<file path="src/rtl/fetch_unit.sv">
// Instruction-fetch stage: owns the PC, keeps at most one imem request in flight and
// presents {pc, instr} to IF/ID, holding it under stall and squashing stale responses on redirect.
module fetch_unit #(
    parameter int unsigned     XLEN     = 32,
    parameter logic [XLEN-1:0] RESET_PC = '0
) (
    input  logic            clk,
    input  logic            reset,
    output logic            imem_req_valid,
    input  logic            imem_req_ready,
    output logic [XLEN-1:0] imem_req_addr,
    input  logic            imem_rsp_valid,
    input  logic [XLEN-1:0] imem_rsp_data,
    input  logic            redirect_valid,
    input  logic [XLEN-1:0] redirect_pc,
    input  logic            stall,
    output logic            if_valid,
    output logic [XLEN-1:0] if_pc,
    output logic [XLEN-1:0] if_instr
);

    typedef enum logic [2:0] {
        S_IDLE,
        S_REQ,
        S_WAIT,
        S_HOLD,
        S_DRAIN
    } state_e;

    state_e          state_q, state_d;
    logic [XLEN-1:0] pc_q, pc_d;
    logic [XLEN-1:0] hold_q, hold_d;
    logic            if_valid_q, if_valid_d;
    logic [XLEN-1:0] if_pc_q, if_pc_d;
    logic [XLEN-1:0] if_instr_q, if_instr_d;

    logic            slot_free;
    logic            load;
    logic [XLEN-1:0] load_data;
    logic            to_drain;
    logic            unused_redirect_lo;

    assign unused_redirect_lo = ^redirect_pc[1:0];

    assign slot_free      = !if_valid_q || !stall;
    assign imem_req_valid = (state_q == S_REQ);
    assign imem_req_addr  = pc_q;
    assign if_valid       = if_valid_q;
    assign if_pc          = if_pc_q;
    assign if_instr       = if_instr_q;

    // A redirect must keep draining whenever a response is still owed for the old path.
    assign to_drain = ((state_q == S_WAIT)  && !imem_rsp_valid) ||
                      ((state_q == S_REQ)   &&  imem_req_ready) ||
                      ((state_q == S_DRAIN) && !imem_rsp_valid);

    always_comb begin
        state_d    = state_q;
        pc_d       = pc_q;
        hold_d     = hold_q;
        if_valid_d = if_valid_q;
        if_pc_d    = if_pc_q;
        if_instr_d = if_instr_q;
        load       = 1'b0;
        load_data  = hold_q;

        if (if_valid_q && !stall) begin
            if_valid_d = 1'b0;
        end

        case (state_q)
            S_IDLE: state_d = S_REQ;
            S_REQ: begin
                if (imem_req_ready) begin
                    state_d = S_WAIT;
                end
            end
            S_WAIT: begin
                if (imem_rsp_valid) begin
                    if (slot_free) begin
                        load      = 1'b1;
                        load_data = imem_rsp_data;
                        state_d   = S_REQ;
                    end else begin
                        hold_d  = imem_rsp_data;
                        state_d = S_HOLD;
                    end
                end
            end
            S_HOLD: begin
                if (!stall) begin
                    load      = 1'b1;
                    load_data = hold_q;
                    state_d   = S_REQ;
                end
            end
            S_DRAIN: begin
                if (imem_rsp_valid) begin
                    state_d = S_REQ;
                end
            end
            default: state_d = S_IDLE;
        endcase

        if (redirect_valid) begin
            load       = 1'b0;
            pc_d       = {redirect_pc[XLEN-1:2], 2'b00};
            if_valid_d = 1'b0;
            hold_d     = '0;
            state_d    = to_drain ? S_DRAIN : S_REQ;
        end

        if (load) begin
            if_valid_d = 1'b1;
            if_pc_d    = pc_q;
            if_instr_d = load_data;
            pc_d       = pc_q + XLEN'(4);
        end
    end

    always_ff @(posedge clk) begin
        if (reset) begin
            state_q    <= S_IDLE;
            pc_q       <= RESET_PC;
            hold_q     <= '0;
            if_valid_q <= 1'b0;
            if_pc_q    <= '0;
            if_instr_q <= '0;
        end else begin
            state_q    <= state_d;
            pc_q       <= pc_d;
            hold_q     <= hold_d;
            if_valid_q <= if_valid_d;
            if_pc_q    <= if_pc_d;
            if_instr_q <= if_instr_d;
        end
    end

endmodule

</file>
<file path="config.mk">
export PLATFORM = sky130hd
export DESIGN_NAME = fetch_unit
export DESIGN_NICKNAME = d
export VERILOG_FILES = /design/src/rtl/fetch_unit.sv
export SDC_FILE = /design/constraint.sdc
export NUM_CORES = 1
export LEC_CHECK = 0
export CAP_MARGIN = 20
export CORE_AREA = 2 2 112 114
export DETAILED_ROUTE_END_ITERATION = 12
export DIE_AREA = 0 0 114 116
export HOLD_SLACK_MARGIN = 0.03
export PLACE_DENSITY_LB_ADDON = 0.08
export RECOVER_POWER = 50
export SLEW_MARGIN = 5
export SYNTH_ARGS = -nofsm -noshare
export SYNTH_HDL_FRONTEND = slang
export SYNTH_SLANG_ARGS = --single-unit
</file>
<file path="constraint.sdc">
create_clock -name clk -period 2.7 [get_ports clk]
set_input_delay 0.27 -clock clk [delete_from_list [all_inputs] [get_ports clk]]
set_output_delay 0.27 -clock clk [all_outputs]
set_load 0.005 [all_outputs]
</file>
==> results_dict.tcl <==
set metrics [dict create \
    min_period_ns 2.284 \
    final_common_cell "nand2_1" \
    syn_inst 691 \
    synth_area_per_cell_um2 8.250 \
    worst_setup_path_end_kind "flop" \
    grt_setup_unrepaired "no" \
    antenna_found_initial 0 \
    fill_cells 1005 \
    route.detailed.drc 0 \
    cts.repair.resized 0 \
    dp_cells 960 \
    tightest_slew_ns 0.5171 \
    grt_pass1_vias 5351 \
    ant_nets 0 \
    diodes 0 \
    die_x_um 114 \
    synthArstFlopShare_pct 0 \
    synth-seq-cells 128 \
    syn2layout_area_growth_pct 40.36 \
    hold-worst-slack_ns 0.3195 \
    mostFrequentLayoutCells "nand2_1, dfxtp_1, dlygate4sd3_1" \
    cp.required_ns 3.04 \
    wl_per_cell_um 16.36 \
    placementRows 40 \
    root_buffer "clkbuf_16" \
    synth_area_mm2 0.005700 \
    drt_first_pass_iters 5 \
    slew_viol_final 0 \
    clockBufferDepth 2 \
    finalSetupViolations 0 \
    cts_tree "built" \
    worstSkewPairLatency_ns 0.42 \
    grt_overflow 0 \
    cellPowerDensity_mw_per_mm2 591.3 \
    synth_ff_type "dfxtp_1" \
    die_h_um 116 \
    status "completed" \
    finalHoldViolations 0 \
    leakage_uw 0.003130 \
    synth_cell_types 58 \
    layout-drive-gt1-share_pct 6.746 \
    cts.sinks 128 \
    place.gp.congestion 0.8720 \
    post_drt_via_cell_ratio 5.691 \
    synth_edf_count 0 \
    routed_wl_um 16230 \
    crit_arrival_ns 2.63 \
    critical_path_class "reg -> reg" \
    cts_hold_buf 0 \
    dr.first_iter.drc_count 404 \
    htree_num_levels 4 \
    dpl-instance-area_mm2 0.007403 \
    path_clk_slew_ns 0.05 \
    finalNetCount 903 \
    maxCapViolations 0 \
    finClkSkew_ns 0.004256 \
    fp.dieArea_mm2 0.01322 \
    postLayoutCellArea_mm2 0.008001 \
    grt_pass1_wl_um 26240 \
    fin_crit_sh_pct 84.61 \
    maxSlewHeadroom_pct 65.21 \
    tns_ns 0 \
    grt_max_degree 95 \
    worstPathMaxFanout 8 \
    ys_seq_area_share_pct 44.95 \
    numCtsBuffers 17 \
    io_pins 168 \
    instances_no_fill 992 \
    fmax_ghz 0.4377 \
    yosysWarningCount 0 \
    finalPower_uw 4731 \
    fp.coreArea_mm2 0.01191 \
    vias 5645 \
    setup.worst_path.start_class "flop" \
    hold_class "in -> reg" \
    hpwl_um 10600 \
    start_util_pct 47.86 \
    portBuffers 161 \
    ir_drop_uv 468.4 \
    grtUsageTotal_pct 24.96 \
    cts_setup_buffers 0 \
]
[logic make-up (layout without fill, tap and decap cells)]
kind of cell | Yosys count | count (layout) | synth area share, %
AO/OA/AOI/OAI | 165 | 165 | 19.62
XOR/XNOR | 2 | 2 | 0.3073
adder cells (fa/ha/maj) | 1 | 1 | 0.2195
buffers and inverters | 69 | 220 | 5.333
flip-flops | 128 | 128 | 44.95
multiplexers | 34 | 34 | 5.992
other | 1 | 4 | 0.06578
AND/OR/NAND/NOR | 291 | 291 | 23.51
[cell type report]
cell class	instances	area [µm²]	share of cell area, %
Clock buffer	21	480.5	6.005
Clock inverter	11	135.1	1.689
Inverter	10	37.54	0.4691
Multi-Input combinational cell	497	2851	35.64
Sequential cell	128	2562	32.03
Tap cell	147	183.9	2.299
Timing Repair Buffer	178	1750	21.88
[path summary, 6_finish.rpt]
check,from,to,slack [ns],cells after the start
max reg2reg,imem_req_addr[12]$_SDFFE_PP0P_,imem_req_addr[25]$_SDFFE_PP0P_,0.42,6
max,imem_req_addr[12]$_SDFFE_PP0P_,imem_req_addr[25]$_SDFFE_PP0P_,0.42,6
min,reset,if_pc[21]$_SDFFE_PP0P_,0.32,2
min reg2reg,if_pc[21]$_SDFFE_PP0P_,if_pc[21]$_SDFFE_PP0P_,0.45,2
[state kept, by name (all words and copies together) (netlist names)]
register / count
hold_q: 32
if_pc: 30
imem_req_addr: 30
if_instr: 32
if_valid: 1
state_q: 3
[synth_stat cells (all sizes together), types with 4 or more instances]
| master | number | share of area, % |
|---|---|---|
| dfxtp | 128 | 45 |
| a311oi | 6 | 0.92 |
| nor3 | 5 | 0.44 |
| and4 | 7 | 1.1 |
| nand3 | 12 | 1.1 |
| or4 | 8 | 1.1 |
| and3 | 6 | 0.66 |
| clkbuf | 41 | 2.7 |
| or3 | 12 | 1.3 |
| a31oi | 4 | 0.44 |
| a211oi | 40 | 5.3 |
| a21oi | 66 | 5.8 |
| nand4 | 13 | 1.4 |
| nor2 | 55 | 3.6 |
| buf | 18 | 2.0 |
| mux2i | 33 | 5.8 |
| nand2 | 146 | 9.6 |
| o21ai | 11 | 0.97 |
| nor2b | 8 | 0.88 |
| o211ai | 6 | 0.79 |
| nor4 | 10 | 1.1 |
| inv | 9 | 0.59 |
[through the flow]
step,setup slack (ns),utilization [%]
after floorplan,0.7762,-
after global placement,0.3088,62.15
after detailed placement,0.2755,62.15
after CTS,0.5404,67.32
after global routing,0.2689,67.17
final,0.4156,67.17
[per-layer routing]
metal,up-vias,share of wire (%),track usage (%)
met4,0,2.8,11.22
met2,218,48,40.56
met3,37,7.0,8.159
li1,2758,-,-
met5,-,0,0
met1,2632,42,30.31
[worst max-delay path, stage by stage (launching register included)]
cell and delay, ns:
dfxtp_1 0.30, clkbuf_1 0.35, and3_1 0.30, nand4_1 0.34
buf_4 0.29, or4_1 0.46, o211ai_1 0.17
[report_power, final]
group	switching, µW	internal, µW
Combinational	170	208
Sequential	55.8	1930
Clock	828	1540
Total	1050	3680
Power figures use the tool's default switching activity.
